File: config.mk
export PLATFORM = sky130hd
export DESIGN_NAME = mm_reg_bank
export DESIGN_NICKNAME = d
export VERILOG_FILES = /design/src/rtl/mm_reg_bank.sv
export SDC_FILE = /design/constraint.sdc
export NUM_CORES = 1
export LEC_CHECK = 0
export BUFFER_PORTS_ARGS = -buffer_cell sky130_fd_sc_hd__buf_2
export CAP_MARGIN = 20
export CORE_ASPECT_RATIO = 1.5
export CORE_MARGIN = 5
export CORE_UTILIZATION = 55
export CTS_BUF_LIST = sky130_fd_sc_hd__clkbuf_8
export DETAILED_ROUTE_END_ITERATION = 10
export PLACE_DENSITY = 0.83
export SETUP_SLACK_MARGIN = 0.05
export SYNTH_ARGS = -nofsm -noshare
export SYNTH_HDL_FRONTEND = slang
export SYNTH_SLANG_ARGS = --single-unit
File: constraint.sdc
create_clock -name clk -period 2.5 [get_ports clk]
set_input_delay 0.5 -clock clk [delete_from_list [all_inputs] [get_ports clk]]
set_output_delay 0.5 -clock clk [all_outputs]
set_load 0.05 [all_outputs]
File: src/rtl/mm_reg_bank.sv
// Avalon-MM register bank: DEPTH-1 byte-enabled control registers plus a sticky
// status register (hardware sets, bus clears by read or write-1-to-clear), fixed read latency.
module mm_reg_bank #(
  parameter int WIDTH  = 32,
  parameter int ADDR_W = 2,
  parameter int RD_LAT = 1
) (
  input  logic                          clk,
  input  logic                          rstn,
  input  logic [ADDR_W-1:0]             i_address,
  input  logic                          i_read,
  input  logic                          i_write,
  input  logic [WIDTH-1:0]              i_writedata,
  input  logic [WIDTH/8-1:0]            i_byteenable,
  output logic [WIDTH-1:0]              o_readdata,
  output logic                          o_readdatavalid,
  output logic                          o_waitrequest,
  input  logic [WIDTH-1:0]              i_sts_in,
  output logic [(2**ADDR_W)*WIDTH-1:0]  o_reg_out
);
  localparam int DEPTH = 2**ADDR_W;
  localparam int NB    = WIDTH/8;
  localparam logic [ADDR_W-1:0] STS_ADDR = ADDR_W'(DEPTH-1);

  typedef enum logic {IDLE, BUSY} state_t;
  state_t r_state, w_state_nxt;
  logic [2:0] r_cnt, w_cnt_nxt;

  logic [DEPTH-1:0][WIDTH-1:0]  r_regs;
  logic [RD_LAT-1:0]            r_vld_pipe;
  logic [RD_LAT-1:0][WIDTH-1:0] r_dat_pipe;

  logic             w_wr_acc, w_rd_acc;
  logic [WIDTH-1:0] w_wmask, w_sts_clr;

  assign o_waitrequest = (r_state == BUSY);
  // Write wins a read/write collision; the read is simply dropped.
  assign w_wr_acc = i_write & ~o_waitrequest;
  assign w_rd_acc = i_read & ~i_write & ~o_waitrequest;

  always_comb begin
    w_wmask = '0;
    for (int k = 0; k < NB; k++) w_wmask[8*k +: 8] = {8{i_byteenable[k]}};
  end

  // A status read clears exactly the bits it returns.
  always_comb begin
    w_sts_clr = '0;
    if (w_wr_acc && i_address == STS_ADDR)      w_sts_clr = i_writedata & w_wmask;
    else if (w_rd_acc && i_address == STS_ADDR) w_sts_clr = r_regs[DEPTH-1];
  end

  always_ff @(posedge clk or negedge rstn) begin
    if (!rstn) begin
      r_regs <= '0;
    end else begin
      for (int r = 0; r < DEPTH-1; r++)
        if (w_wr_acc && i_address == ADDR_W'(r))
          r_regs[r] <= (r_regs[r] & ~w_wmask) | (i_writedata & w_wmask);
      r_regs[DEPTH-1] <= (r_regs[DEPTH-1] & ~w_sts_clr) | i_sts_in;
    end
  end

  always_ff @(posedge clk or negedge rstn) begin
    if (!rstn) begin
      r_state <= IDLE;
      r_cnt   <= '0;
    end else begin
      r_state <= w_state_nxt;
      r_cnt   <= w_cnt_nxt;
    end
  end

  always_comb begin
    w_state_nxt = r_state;
    w_cnt_nxt   = r_cnt;
    case (r_state)
      IDLE: if (w_rd_acc && (RD_LAT > 1)) begin
        w_state_nxt = BUSY;
        w_cnt_nxt   = 3'(RD_LAT-1);
      end
      BUSY: begin
        w_cnt_nxt = r_cnt - 3'd1;
        if (r_cnt == 3'd1) w_state_nxt = IDLE;
      end
      default: w_state_nxt = IDLE;
    endcase
  end

  // Data stages only load behind a valid, so the last stage holds readdata between pulses.
  always_ff @(posedge clk or negedge rstn) begin
    if (!rstn) begin
      r_vld_pipe <= '0;
      r_dat_pipe <= '0;
    end else begin
      r_vld_pipe[0] <= w_rd_acc;
      if (w_rd_acc) r_dat_pipe[0] <= r_regs[i_address];
      for (int i = 1; i < RD_LAT; i++) begin
        r_vld_pipe[i] <= r_vld_pipe[i-1];
        if (r_vld_pipe[i-1]) r_dat_pipe[i] <= r_dat_pipe[i-1];
      end
    end
  end

  assign o_readdatavalid = r_vld_pipe[RD_LAT-1];
  assign o_readdata      = r_dat_pipe[RD_LAT-1];
  assign o_reg_out       = r_regs;

endmodule

After elaboration in Yosys (flattened, before gate mapping). Index checks and enable logic that the tools add are counted.

Add/sub/neg operators: 1. Bitwise logic cells: 16. Equality and inequality tests: 4. Magnitude comparators: 1. Reductions and logical operators: 6. Mux-type cells: 6.

Operators by type and width (number): $and A32 B32 Y32 (5); $or A32 B32 Y32 (4); $mux W32 (3); $bmux W32 S2 (1); $not A32 Y32 (2); $logic_and A1 B1 Y1 (5); $eq A2 B2 Y1 const B (2); $and A1 B1 Y1 (3); $eq A3 B1 Y1 const B (1); $lt A2 B3 Y1 const B (1); $sub A3 B1 Y3 const B (1); $eq A2 B1 Y1 const B (1); $logic_not A2 Y1 (1); $mux W1 (2); $not A1 Y1 (2).

Logic and storage cells: 42. Input port bits: 74. Register bits: 165. Output and inout bits: 162.

Logic depth before layout (Yosys ltp). Gate-level depths: netlist of run 1.

Depth after elaboration: 9. Depth in mapped cells: 6. Gate-level depth less buffers: 4.

Worst setup path before layout of run 1. No wires, ideal clock.

Path kind: reg2reg. Start point: register r_state, in the netlist o_waitrequest. End point: register (tool-made name). Buffers on the path: 2. Setup slack: 631 ps. Data arrival time: 1741 ps. Cell stages (with the launch flop): 6. Data required time: 2372 ps. Period minus slack after synthesis: 1869 ps. Cell sequence: dfrtp_1 -> buf_2 -> and4bb_1 -> buf_2 -> nand2_2 -> mux2_1.

RTL lines: start, declared (RTL line 26) `state_t r_state, w_state_nxt;`; start signal, assigned (RTL line 69) `r_state <= w_state_nxt;`.

Final worst setup path of run 1.
Start point: register r_state, in the netlist o_waitrequest. End point: register r_regs, in the netlist o_reg_out[126].

Cells in the longest elaborated chain, start to end: 8. Elaborated cells on any way between the ends: 10.

Ends and longest elaborated chain: $not A1 Y1 (RTL line 39) `assign w_rd_acc = i_read & ~i_write & ~o_waitrequest;`; $and A1 B1 Y1 (RTL line 39); net w_rd_acc (RTL line 33) `logic w_wr_acc, w_rd_acc;`; $logic_and A1 B1 Y1 (RTL line 50) `else if (w_rd_acc && i_address == STS_ADDR) w_sts_clr = r_regs[DEPTH-1];`; $mux W32 (RTL line 50); $mux W32 (RTL line 49) `if (w_wr_acc && i_address == STS_ADDR) w_sts_clr = i_writedata & w_wmask;`; $not A32 Y32 (RTL line 60) `r_regs[DEPTH-1] <= (r_regs[DEPTH-1] & ~w_sts_clr) | i_sts_in;`; $and A32 B32 Y32 (RTL line 60); $or A32 B32 Y32 (RTL line 60); end signal, assigned by index (RTL line 59) `r_regs[r] <= (r_regs[r] & ~w_wmask) | (i_writedata & w_wmask);`; end signal, assigned by index (RTL line 60); end, declared (RTL line 29) `logic [DEPTH-1:0][WIDTH-1:0] r_regs;`.

The timed path passes the listed nets, and every way through them passes these cells. A chain may end at the register's enable or synchronous reset.

==> flow_summary.yaml, run 1 <==
status:
  outcome: "complete, no violations"
clock_tree:
  cts_resized: 0
  post-cts-setup-buffer-count: 0
  path_clk_slew_ns: 0.09
  cts_max_path_buffers: 2
  cts_tree: "done"
  cts_htree_levels: 4
  clk_latency_ns: 0.44
  postCtsHoldBufs: 0
  cts_root_buf: "clkbuf_8"
  cts_sinks: 165
  cts_buffers: 17
die:
  pin_count: 236
  core_sq_mm: 0.0131
  start_util: 0.563
  die_area_sq_mm: 0.0158
  die_h_um: 152
  rows: 51
  die_x_um: 104
flow_run:
  maxCapViolCount: 0
logic_synthesis:
  synth-seq-area-share: 0.561
  netlist_area_sq_mm: 0.00736
  syn-num-nets: 594
  synth.distinct_cells: 32
  yosysWarnings: 0
  avgSynthCellArea_sq_um: 14.2
  ys_ff_latch: 165
  synth_cells: 518
grt:
  grt_remaining_overflow: 0
  antenna_found_initial: 0
  grt_max_degree: 56
  grt_pass1_vias: 6057
  grtUsageTotal: 0.269
  grt_pass1_wl_mm: 33.2
worst_setup_path:
  crit_arrival_ns: 2.31
  startpoint: "o_waitrequest$_DFF_PN0_"
  r2r-start: "o_waitrequest$_DFF_PN0_"
  cp-end-kind: "flip-flop"
  slowest_delay_ns: 0.53
  critPathMaxFanout: 32
  cp-endpoint: "o_reg_out[126]$_DFF_PN0_"
  critPathTopFamily: "simple AND/OR/NAND/NOR gates"
  cp.required_ns: 2.83
  r2r_cells: 4
  path_class: "reg -> reg"
  path_buf_inv: 1
  r2r_slack_ns: 0.51
  worstSetupStartpointType: "flip-flop"
  worstPathCellList: "or3b_1 > clkinv_2 > nand3_4 > a31o_2"
  cp_slowest_cell: "dfrtp_1"
  cp.depth: 4
  r2r-end: "o_reg_out[126]$_DFF_PN0_"
sta:
  max_freq_mhz: 503
  rsz0062_at_grt: "no"
  setup_viol: 0
  hold_slack_ns: 0.0184
  period_needed_ns: 1.99
  setup_tns_ns: 0
  slew_viol_final: 0
  slew_headroom: 0.428
  min_period_over_period: 0.796
  final-hold-violation-count: 0
  final.setup_skew_ns: 0.0149
  tightest_slew_ns: 0.856
min_path:
  worstHoldPathType: "in -> async"
route:
  drc: 0
  postRouteAntennaNets: 0
  drtIter0Drc: 255
  first_pass_iters: 5
  vias_per_cell: 6.02
  routed_wl_mm: 21.0
  route.detailed.wl_per_inst_um: 22.9
  dr_total_vias: 5519
place:
  placedInstanceArea_sq_mm: 0.00867
  port_buffers: 235
  gp_congestion: 0.901
  dp_hpwl_mm: 15.2
finish:
  antennaDiodeCount: 0
  finalNetCount: 826
  areaGrowthSynthToFinish_pct: 23.5
  final_common_cell: "buf_2"
  finalInstanceArea_sq_mm: 0.00909
  utilization: 0.695
  drive_gt1_frac: 0.468
  final_cell_mix: "buf_2, dfrtp_1, mux2i_1, mux2_1, nand2_1"
pwr:
  fin_total_pwr_uw: 8900
  power.density_mw_per_mm2: 979
  ir_drop_mv: 0.515
  p_leak_uw: 0.00427
==> metrics by stage <==
stage | cells | worst slack [ns]
after floorplan | 518 | 0.631
after global placement | 890 | 0.432
after detailed placement | 890 | 0.382
after CTS | 917 | 0.472
after global routing | 917 | 0.383
final | 917 | 0.510
==> report_power, final <==
group	total (uW)	switching [uW]	internal (uW)
Clock	2080	924	1160
Combinational	3270	2460	813
Sequential	3540	392	3150
==> how the worst min path moves through the flow <==
| stage | from | to | slack, ns | cells after the start |
|---|---|---|---|---|
| after floorplan | rstn | async pin | 0.20 | 0 |
| after global placement | r_cnt[2]$_DFFE_PN0P_ | r_cnt[2]$_DFFE_PN0P_ | 0.46 | 1 |
| after detailed placement | o_readdata[6]$_DFFE_PN0N_ | o_readdata[6]$_DFFE_PN0N_ | 0.47 | 2 |
| after CTS | rstn | r_cnt[1]$_DFFE_PN0P_ | 0.004 | 1 |
| after global routing | rstn | r_cnt[2]$_DFFE_PN0P_ | 0.02 | 1 |
| final | rstn | r_cnt[2]$_DFFE_PN0P_ | 0.02 | 1 |
==> final cells by class <==
type	count	area [sq um]
clock inverter	10	185
sequential	165	4130
tap	159	199
multi-input combinational	316	3030
timing repair buffer	246	1290
clock buffer	17	234
fill	932	3990
inverter	4	16.3
==> cell families after synthesis <==
group,Yosys count,share of synthesized area
buf+inv,37,0.0294
simple gates,86,0.0665
fa+ha+maj,2,0.00340
xor+xnor,2,0.00238
flops,165,0.561
compound gates,66,0.103
mux,160,0.234
==> Yosys cell counts <==
cell,n,area (sq um)
clkbuf_1,1,3.75
or3b_1,1,8.76
a21boi_0,1,7.51
nand2_1,33,124
nor4b_4,1,23.8
clkinv_2,1,5.00
dfrtp_1,165,4130
ha_1,2,25.0
and4bb_1,2,25.0
nand4bb_1,1,11.3
nor2_1,1,3.75
mux2_2,32,360
xnor2_1,1,8.76
a31o_1,30,263
buf_6,6,67.6
nand3_4,1,17.5
o221ai_2,30,450
mux2i_1,64,641
buf_4,3,22.5
nand3_1,32,160
buf_1,7,26.3
a21oi_1,1,5.00
buf_2,16,80.1
nand2_2,8,50.1
and4b_1,1,10.0
nand2_4,4,45.0
inv_1,3,11.3
or4b_1,1,10.0
xor2_1,1,8.76
a31o_2,2,17.5
mux2_1,64,721
o221ai_1,2,17.5
==> worst reg2reg max path: cells and delay by family (launching register included) <==
family,cells,cell delay [ns]
buffers and inverters,1,0.08
AND/OR/NAND/NOR,2,0.83
flip-flops,1,0.53
AO/OA/AOI/OAI,1,0.43
==> per-layer routing <==
metal / routed length, um / vias up / GRT usage
li1: - / 2395 / -
met1: 7820 / 2818 / 0.312
met4: 438 / 0 / 0.0953
met5: 0 / - / 0
met3: 1550 / 34 / 0.0755
met2: 11200 / 272 / 0.476
No activity file was read; power rests on OpenSTA's default activity.
==> inputs of run 2 (changes only) <==
CORE_UTILIZATION = 48   (was 55)
PLACE_DENSITY = 0.77   (was 0.83)
clock period = 1.64 ns   (was 2.5 ns; I/O delays follow)
==> flow_summary.yaml, run 2 (synthesis gave the netlist of run 1 again) <==
sta:
  slew_headroom: 0.676
  final-hold-violation-count: 0
  period_needed_ns: 1.60
  setup_viol: 0
  max_freq_mhz: 626
  slew_viol_final: 0
  min_period_over_period: 0.974
  final.setup_skew_ns: 0.0143
  rsz0062_at_grt: "yes"
  tightest_slew_ns: 0.486
route:
  vias_per_cell: 5.64
  first_pass_iters: 5
  routed_wl_mm: 21.0
  drc: 0
  drtIter0Drc: 280
  dr_total_vias: 5493
  route.detailed.wl_per_inst_um: 21.6
  postRouteAntennaNets: 0
place:
  port_buffers: 235
  gp_congestion: 0.835
  dp_hpwl_mm: 14.9
die:
  rows: 55
  start_util: 0.488
  pin_count: 236
  die_area_sq_mm: 0.0180
  die_h_um: 162
  die_x_um: 111
  core_sq_mm: 0.0151
clock_tree:
  cts_tree: "done"
  cts_root_buf: "clkbuf_8"
  path_clk_slew_ns: 0.10
  cts_max_path_buffers: 2
  cts_htree_levels: 4
  cts_buffers: 17
  cts_sinks: 165
  clk_latency_ns: 0.45
grt:
  grt_max_degree: 65
  grt_pass1_wl_mm: 33.4
  grt_pass1_vias: 6067
  antenna_found_initial: 1
  grtUsageTotal: 0.236
  grt_remaining_overflow: 0
finish:
  final_common_cell: "buf_2"
  drive_gt1_frac: 0.488
  areaGrowthSynthToFinish_pct: 27.8
  finalNetCount: 837
  utilization: 0.624
  final_cell_mix: "buf_2, dfrtp_1, mux2i_1"
worst_setup_path:
  cp.required_ns: 1.98
  critPathMaxFanout: 21
  worstSetupStartpointType: "flip-flop"
  cp-end-kind: "flip-flop"
  crit_arrival_ns: 1.94
  path_class: "reg -> reg"
pwr:
  p_leak_uw: 0.00443
  ir_drop_mv: 0.746
  fin_total_pwr_uw: 13200
  power.density_mw_per_mm2: 1400
status:
  outcome: "complete, no violations"
flow_run:
  maxCapViolCount: 0
min_path:
  worstHoldPathType: "in -> reg"
-- run 2: final cells by class --
| cell class | count | area [sq um] |
|---|---|---|
| Antenna cell | 1 | 2.50 |
| Fill cell | 1163 | 5660 |
| Timing Repair Buffer | 257 | 1540 |
| Inverter | 4 | 20.0 |
| Clock inverter | 15 | 130 |
| Multi-Input combinational cell | 316 | 3100 |
| Clock buffer | 17 | 234 |
| Tap cell | 199 | 249 |
| Sequential cell | 165 | 4130 |
-- run 2: critical path: stages (launching register included) --
cell and delay (ns):
dfrtp_2 0.47, or3b_4 0.41, clkinv_4 0.07, nand3_4 0.10
buf_12 0.18, a31o_2 0.25
-- run 2: final timing paths --
| check | start | endpoint | slack [ns] | cells after the start |
|---|---|---|---|---|
| min in group asynchronous | rstn | o_reg_out[108]$_DFF_PN0_ | 0.31 | 2 |
| worst max-delay path | o_waitrequest$_DFF_PN0_ | o_reg_out[126]$_DFF_PN0_ | 0.04 | 5 |
| worst min register to register | o_readdata[2]$_DFFE_PN0N_ | o_readdata[2]$_DFFE_PN0N_ | 0.49 | 2 |
| worst max register to register | o_waitrequest$_DFF_PN0_ | o_reg_out[126]$_DFF_PN0_ | 0.04 | 5 |
| worst min-delay path | i_sts_in[29] | o_reg_out[125]$_DFF_PN0_ | 0.06 | 2 |
| max in group asynchronous | rstn | o_readdatavalid$_DFF_PN0_ | 0.72 | 3 |
-- run 2: power breakdown --
part / internal, uW / switching, uW
registers: 4800 / 580
clock network: 1210 / 1560
logic: 1320 / 3750
-- run 2: what timing repair did --
action                                 CTS  global route
gates resized for setup                  1             7
endpoints found under the hold margin   23             0
cloned                                   0             1
buffers inserted                         0             1
hold buffers                             1             0
setup endpoints to repair               17            69
-- run 2: metrics by stage --
step	std cells	worst slack [ns]	TNS [ns]	instance area, sq um	hold slack (ns)
2_1_floorplan	518	0.0116	0	7450	0.0324
3_3_place_gp	938	-0.0414	-0.0578	8970	0.219
3_5_place_dp	938	-0.0728	-0.570	8970	0.218
4_1_cts	971	0.00512	0	9340	0.0329
5_1_grt	974	-0.00133	-0.00133	9410	0.0354
6_report	974	0.0434	0	9410	0.0608
-- run 2: metal layers --
layer  GRT usage  routed length (um)
met5           0                   0
met4      0.0891                 608
met3      0.0533                1070
met2       0.439               11500
met1       0.262                7840
